--- src/rtl/matrix_pkg.sv ---
// Shared definitions for the matrix command sequencer and the matrix stack:
// command opcodes, mode values, row geometry, identity rows and the
// sequencer state encoding.
package matrix_pkg;

   localparam int ROW_W = 128;

   localparam logic [2:0] OP_NOP     = 3'd0;
   localparam logic [2:0] OP_LOAD    = 3'd1;
   localparam logic [2:0] OP_LOAD_ID = 3'd2;
   localparam logic [2:0] OP_PUSH    = 3'd3;
   localparam logic [2:0] OP_POP     = 3'd4;

   localparam logic MODE_MODELVIEW  = 1'b0;
   localparam logic MODE_PROJECTION = 1'b1;

   localparam logic [31:0] FLOAT_ONE = 32'h3F80_0000;

   // Identity rows, column 0 in the top word.
   localparam logic [ROW_W-1:0] ID_ROW0 = {FLOAT_ONE, 32'h0, 32'h0, 32'h0};
   localparam logic [ROW_W-1:0] ID_ROW1 = {32'h0, FLOAT_ONE, 32'h0, 32'h0};
   localparam logic [ROW_W-1:0] ID_ROW2 = {32'h0, 32'h0, FLOAT_ONE, 32'h0};
   localparam logic [ROW_W-1:0] ID_ROW3 = {32'h0, 32'h0, 32'h0, FLOAT_ONE};

   typedef enum logic [1:0] {
      ST_IDLE    = 2'd0,
      ST_COLLECT = 2'd1,
      ST_BURST   = 2'd2,
      ST_PULSE   = 2'd3
   } seq_state_t;

   function automatic logic [ROW_W-1:0] identity_row(input logic [1:0] r);
      logic [ROW_W-1:0] row;
      case (r)
         2'd0:    row = ID_ROW0;
         2'd1:    row = ID_ROW1;
         2'd2:    row = ID_ROW2;
         default: row = ID_ROW3;
      endcase
      return row;
   endfunction

endpackage

--- src/rtl/matrix_row_buffer.sv ---
// 4x4 word store for one incoming matrix. The write index is the arrival
// order of the word; MATRIX_TRANSPOSE_EN selects column-major arrival
// (word k -> row k%4, column k/4) instead of row-major (row k/4, column k%4).
// The read port returns one packed row with column 0 in the top word.
module matrix_row_buffer
   import matrix_pkg::*;
#(
   parameter int WORD_W = 32
) (
   input  logic                clk,
   input  logic                reset,
   input  logic                wr_en,
   input  logic [3:0]          wr_idx,
   input  logic [WORD_W-1:0]   wr_data,
   input  logic [1:0]          rd_row,
   output logic [4*WORD_W-1:0] rd_data
);

   logic [WORD_W-1:0] mem [4][4];
   logic [1:0]        wr_r;
   logic [1:0]        wr_c;

   // Map arrival index onto a (row, column) cell.
   always_comb begin
`ifdef MATRIX_TRANSPOSE_EN
      wr_r = wr_idx[1:0];
      wr_c = wr_idx[3:2];
`else
      wr_r = wr_idx[3:2];
      wr_c = wr_idx[1:0];
`endif
   end

   // Word storage; reset clears so no stale words survive an abandoned load.
   always_ff @(posedge clk) begin
      if (reset) begin
         for (int r = 0; r < 4; r++) begin
            for (int c = 0; c < 4; c++) begin
               mem[r][c] <= '0;
            end
         end
      end else if (wr_en) begin
         mem[wr_r][wr_c] <= wr_data;
      end
   end

   // Row read mux, column 0 in the most significant word.
   always_comb begin
      rd_data = {mem[rd_row][0], mem[rd_row][1], mem[rd_row][2], mem[rd_row][3]};
   end

endmodule

--- src/rtl/matrix_cmd_seq.sv ---
// Matrix command sequencer: turns decoded matrix commands into stack
// controls. LOAD gathers 16 words then issues a gap-free 4-row burst;
// LOAD_ID/PUSH/POP become one-cycle enable pulses. Optional build macro
// MATRIX_TRANSPOSE_EN (in matrix_row_buffer) accepts column-major words.
//
// Handshake: a transfer happens on a rising edge where valid & ready are
// both high; ready never depends on valid, and valid may rise at any time.
module matrix_cmd_seq
   import matrix_pkg::*;
#(
   parameter int WORD_W  = 32,
   parameter int N_WORDS = 16
) (
   input  logic                clk,
   input  logic                reset,
   input  logic                fifo_full,
   input  logic                cmd_valid,
   output logic                cmd_ready,
   input  logic [2:0]          cmd_op,
   input  logic                cmd_mode,
   input  logic                word_valid,
   output logic                word_ready,
   input  logic [WORD_W-1:0]   word_data,
   output logic                matrix_mode,
   output logic                load_en,
   output logic                load_id_en,
   output logic                push_en,
   output logic                pop_en,
   output logic [4*WORD_W-1:0] data_in,
   output logic                busy
);

   localparam logic [3:0] LAST_WORD = 4'(N_WORDS - 1);

   seq_state_t          state, next_state;
   logic [3:0]          word_cnt;
   logic [1:0]          row_cnt;
   logic [2:0]          op_q;
   logic                mode_q;
   logic [4*WORD_W-1:0] row_data;

   logic                cmd_ready_c, word_ready_c;
   logic                load_en_c, load_id_en_c, push_en_c, pop_en_c;
   logic [4*WORD_W-1:0] data_c;
   logic                cmd_accept, word_accept;

   matrix_row_buffer #(.WORD_W(WORD_W)) u_row_buffer (
      .clk     (clk),
      .reset   (reset),
      .wr_en   (word_accept),
      .wr_idx  (word_cnt),
      .wr_data (word_data),
      .rd_row  (row_cnt),
      .rd_data (row_data)
   );

   // Next-state and raw output decode.
   always_comb begin
      next_state   = state;
      cmd_ready_c  = 1'b0;
      word_ready_c = 1'b0;
      load_en_c    = 1'b0;
      load_id_en_c = 1'b0;
      push_en_c    = 1'b0;
      pop_en_c     = 1'b0;
      data_c       = '0;
      case (state)
         ST_IDLE: begin
            cmd_ready_c = !fifo_full;
            if (cmd_valid && cmd_ready_c) begin
               case (cmd_op)
                  OP_LOAD:                   next_state = ST_COLLECT;
                  OP_LOAD_ID, OP_PUSH, OP_POP: next_state = ST_PULSE;
                  default:                   next_state = ST_IDLE;
               endcase
            end
         end
         ST_COLLECT: begin
            word_ready_c = 1'b1;
            if (word_valid && word_cnt == LAST_WORD) next_state = ST_BURST;
         end
         ST_BURST: begin
            // The stack cannot pause mid-load, so fifo_full is ignored here.
            data_c    = row_data;
            load_en_c = (row_cnt == 2'd0);
            if (row_cnt == 2'd3) next_state = ST_IDLE;
         end
         ST_PULSE: begin
            load_id_en_c = (op_q == OP_LOAD_ID);
            push_en_c    = (op_q == OP_PUSH);
            pop_en_c     = (op_q == OP_POP);
            next_state   = ST_IDLE;
         end
         default: next_state = ST_IDLE;
      endcase
   end

   assign cmd_accept  = cmd_valid && cmd_ready_c;
   assign word_accept = word_valid && word_ready_c;

   // State, counters and latched command fields.
   always_ff @(posedge clk) begin
      if (reset) begin
         state    <= ST_IDLE;
         word_cnt <= '0;
         row_cnt  <= '0;
         op_q     <= OP_NOP;
         mode_q   <= MODE_MODELVIEW;
      end else begin
         state <= next_state;
         if (cmd_accept) begin
            op_q     <= cmd_op;
            mode_q   <= cmd_mode;
            word_cnt <= '0;
         end else if (word_accept) begin
            word_cnt <= word_cnt + 4'd1;
         end
         if (state == ST_BURST) row_cnt <= row_cnt + 2'd1;
         else                   row_cnt <= '0;
      end
   end

   // Outputs forced to zero while reset is asserted.
   always_comb begin
      cmd_ready   = !reset && cmd_ready_c;
      word_ready  = !reset && word_ready_c;
      load_en     = !reset && load_en_c;
      load_id_en  = !reset && load_id_en_c;
      push_en     = !reset && push_en_c;
      pop_en      = !reset && pop_en_c;
      matrix_mode = !reset && mode_q;
      busy        = !reset && (state != ST_IDLE);
      data_in     = reset ? '0 : data_c;
   end

endmodule

--- config.mk ---
export PLATFORM = sky130hd
export DESIGN_NAME = matrix_cmd_seq
export DESIGN_NICKNAME = d
export VERILOG_FILES = /design/src/rtl/matrix_pkg.sv /design/src/rtl/matrix_row_buffer.sv /design/src/rtl/matrix_cmd_seq.sv
export SDC_FILE = /design/constraint.sdc
export NUM_CORES = 1
export LEC_CHECK = 0
export CORE_MARGIN = 3
export CORE_UTILIZATION = 40
export CTS_CLUSTER_SIZE = 20
export DETAILED_ROUTE_END_ITERATION = 16
export PLACE_DENSITY = 0.59
export SLEW_MARGIN = 10
export SYNTH_ARGS = -nofsm -noshare
export SYNTH_HDL_FRONTEND = slang
export SYNTH_SLANG_ARGS = --single-unit
export TNS_END_PERCENT = 100
--- constraint.sdc ---
create_clock -name clk -period 2.1 [get_ports clk]
set_input_delay 0.21 -clock clk [delete_from_list [all_inputs] [get_ports clk]]
set_output_delay 0.21 -clock clk [all_outputs]
set_load 0.02 [all_outputs]
# Word level (Yosys, flattened, before mapping)
# Memories as Yosys holds them, arrays and structs flattened. A register that Yosys moved wholly into a read port is not among the register bits.
# Cells that the tools add are included.
# classes
n_reduce_logical	23
n_lt_le_gt_ge	2
n_bitwise	2
addsub	2
eq_ne	15
mux	24
# ops
op	count
$mux 128	5
$reduce_or 128->1	1
$demux 32 s2	1
$mux 32	1
$logic_and 1x1->1	13
$eq 3x2->1 const B	4
$mux 1	10
$mux 2	5
$pmux 2 s4	1
$eq 2x2->1 const B	3
$eq 3x3->1 const B	2
$ne 2x2->1 const B	3
$add 4x1->4 const B	1
$eq 4x4->1 const B	1
$logic_not 2->1	2
$pmux 2 s2	1
$reduce_or 2->1	2
$eq 3x1->1 const B	1
$ge 3x3->1 const B	1
$lt 3x1->1 const B	1
$not 2->3	1
$reduce_and 3->1	1
$reduce_or 3->1	1
$add 2x1->2 const B	1
other kinds (4)	5
# word_totals
input_bits	41
ff_bits	12
ram_bits	512
memories	1
# mem_list
memory	depth	word_bits	rd	rd_ports_with_merged_regs	write_ports	line	text
u_row_buffer.mem	4	128	1	1	4	matrix_row_buffer.sv:19	logic [WORD_W-1:0] mem [4][4];

# Longest topological paths before layout
# logic_depth
depth_word	8
depth_mapped	7
depth_no_buf	4

# Hierarchy
# A second synthesis with hierarchy kept.
# hier_totals
hier_cells	1600
area_unflattened_um2	23835.4
# by_module_without_submodules
module	cells_per_inst	n_inst	area_per_inst_um2	seq_area_each_um2
matrix_row_buffer	1388	1	22301.4	15374.7
matrix_cmd_seq	212	1	1534.0	240.2

# Worst setup path before layout
# OpenSTA, ideal clock, no wires.
# synth_path
kind	register -> register
from	register state[1]
to	memory u_row_buffer.mem[2][0] in the netlist's numbering (enable)
setup_slack_ns	-0.055
setup_time_ns	0.388
arrival_time_ns	1.767
stages_incl_launch_ff	5
path_buffers	1
required_ns	1.712
path_cell_list	dfxtp_1 -> buf_4 -> nor3b_4 -> and3_1 -> a21o_1
# synth_rtl
item	line	text
start, declared	matrix_cmd_seq.sv:35	seq_state_t state, next_state;
start signal, assigned	matrix_cmd_seq.sv:110	state <= next_state;
end, declared	matrix_row_buffer.sv:19	

==> results.cfg <==
[status]
outcome = finished with violations
violations = negative setup slack

[worst_setup_path]
regToRegSetupSlack_ps = 110
crit_path_max_incr_delay_ps = 560
critPathRequiredTime_ps = 1890
start_kind = register
crit_type = register to output pin
r2r_start = state[1]
cp_cell_sequence = buf_6 > buf_12 > clkbuf_16 > buf_6 > mux4_2 > nor2b_4 > buf_6
path_max_fanout = 7
cp_common_cell = buf_6
r2r_cells = 5
crit_slowest_cell = mux4_2
timing.rr.end = u_row_buffer.mem[1][112]
worst_setup_path_end_kind = output pin
arrival_ps = 2330

[route]
vias_per_cell = 5.35
wire_per_inst_um = 24.1
drt_iter0_drc = 1200
drt-total-wl_um = 65600
drc = 0
vias = 14600
antenna_left = 0
drt_pre_antenna_iters = 7

[sta]
fin_ws_ps = -440
setup_viol = 129
fin_skew_ps = 19.5
hold_ws_ps = 232
worstMarginPinSlew_ps = 586
max-slew-margin-rel_pct = 60.9
rsz0062_at_grt = yes
post-route-period-util_pct = 121
fmax_ghz = 0.394
fin_crit_ps = 2540
hold_viol_final = 0
slew_viol_final = 0
fin_setup_tns_ps = -43630

[clocking]
tritoncts = built
cts.hold.buffers_added = 0
htreeDepth = 2
cts.clk_slew.worst_paths_ps = 60
clock_latency_ps = 610
cts_root_buffer = clkbuf_16
clockBufferDepth = 3
cts.sinks = 524
numCtsBuffers = 53

[power]
power.leakage_nw = 10.1
pwr_density_cell_mw_per_mm2 = 768
ir_worst_vdd_uv = 535
fin_total_pwr_mw = 22.4

[finish]
area_growth_pct = 26.9
final_cells = 2724
drive_gt1_share_pct = 29.9
nets = 1968
final_area_sq_mm = 0.0292

[worst_hold_path]
hold_path_startpoint = cmd_mode
hold_class = primary input to register
whs_path_depth = 3
holdPathEnd = mode_q

[grt]
track_usage_pct = 21.5
grt_pass1_vias = 14800
grt_util_met3_pct = 4.15
grt.busiest_layer = met2
grt_util_met2_pct = 35.6
grt-ovfl-total = 0
use_met1_pct = 29.3
grt_antenna_before_repair = 3
grt_start_max_net_pins = 69
grt_pass1_wl_um = 95400

[logic_synthesis]
yosys.area.top_type = edfxtp_1
syn_nets = 1673
yosysMostFrequentCell = nor2_1
netlist.area_leader.share_pct = 66.8
yosys-top-cells-count = 525 x nor2_1, 512 x edfxtp_1, 132 x nand2_1, 131 x nor2b_1, 128 x mux4_2
syn_avg_cell_area_sq_um = 14.1
synth_area_leaders = edfxtp_1 67%, mux4_2 13%, nor2_1 8.6%
synth_area_sq_mm = 0.0230
ys.flop_type = edfxtp_1
ys_async_sr_fraction_pct = 0
synth_edf_count = 512
ys_types = 37
ys_warn_count = 0
seq_area_frac_synth_pct = 67.9
ys_seq_elements = 524
postSynthCellCount = 1626

[die]
fp-row-count = 87
num_io_pins = 177
die_h_um = 246
core_sq_mm = 0.0566
die-area_sq_mm = 0.0604
start_util_pct = 40.6
chipWidth_um = 246

[placement]
port_buffers = 176
post_dp_cell_area_sq_mm = 0.0270
gp_congestion = 0.811
dp.cells = 2573
dpl.hpwl_um = 43500

[run]
drv_cap = 0
-- state kept, by name, indices dropped and copies added, names as in the netlist --
signal and flops:
row_cnt 2, state 2, op_q 3, mode_q 1, u_row_buffer.mem 512, word_cnt 4
-- area by class of cell --
class / instances / area (sq um)
multi-input combinational: 974 / 7050
clock inverter: 35 / 268
antenna: 3 / 7.51
clock buffer: 64 / 1370
sequential: 524 / 15600
inverter: 8 / 30.0
tap: 756 / 946
fill: 4846 / 27400
timing repair buffer: 360 / 3900
-- cells by family after synthesis --
group | share of synthesized area (%)
simple gates | 15.1
flops | 67.9
mux | 12.8
buf+inv | 3.17
compound gates | 0.609
fa+ha+maj | 0.326
xor+xnor | 0.114
-- critical path, delay by kind of cell (launching register included) --
family / cells / cell delay [ps]
buffers and inverters: 5 / 630
DFF: 1 / 390
muxes: 1 / 560
and+or+nand+nor: 1 / 160
-- how the worst max path moves through the flow --
stage | start | depth (start not counted) | end
3_5_place_dp | reset | 6 | data_in[51]
4_1_cts | row_cnt[0] | 5 | data_in[95]
3_3_place_gp | reset | 6 | data_in[51]
5_1_grt | row_cnt[0] | 7 | data_in[86]
6_report | row_cnt[0] | 7 | data_in[22]
2_1_floorplan | state[1] | 4 | u_row_buffer.mem[0][64]
-- metal layers --
layer,vias to the layer above,part of all wire [%]
met5,-,0
met2,624,48
met1,7436,41
li1,6404,-
met3,123,8.0
met4,0,2.5
-- where the power goes --
group,leakage [nW],switching [mW],internal (mW)
registers,5.33,0.0998,11.8
clock network,0.806,4.04,5.03
logic,3.98,0.776,0.659
total,10.1,4.92,17.5
-- repair_timing --
item                       in CTS  in global routing
cloned                          2                  1
setup endpoints to repair     135                162
setup buffers                  18                 31
gates resized for setup       355                361
hold endpoints to repair        0                  0
-- metrics by stage --
stage,worst slack (ps),util [%]
after global routing,-507,51.6
after global placement,-402,47.7
after detailed placement,-375,47.7
final,-440,51.6
after floorplan,33.9,-
after CTS,-537,50.4
-- layout by cell type (no fill, tap or decap), drive strengths merged, types with 3 or more instances in the layout --
| cell type | netlist | layout |
|---|---|---|
| clkbuf | 26 | 85 |
| nor2 | 526 | 526 |
| dfxtp | 12 | 12 |
| nor4 | 3 | 3 |
| mux4 | 128 | 128 |
| a21o | 15 | 15 |
| inv | 8 | 11 |
| nor2b | 131 | 131 |
| nand2 | 132 | 132 |
| clkdlybuf4s50 | 0 | 41 |
| ha | 6 | 6 |
| mux2i | 6 | 6 |
| bufinv | 0 | 3 |
| diode | 0 | 3 |
| and2 | 4 | 4 |
| nand3 | 3 | 3 |
| clkinv | 0 | 29 |
| buf | 94 | 294 |
| edfxtp | 512 | 512 |
Note: power is estimated with default switching activity, not from simulation.
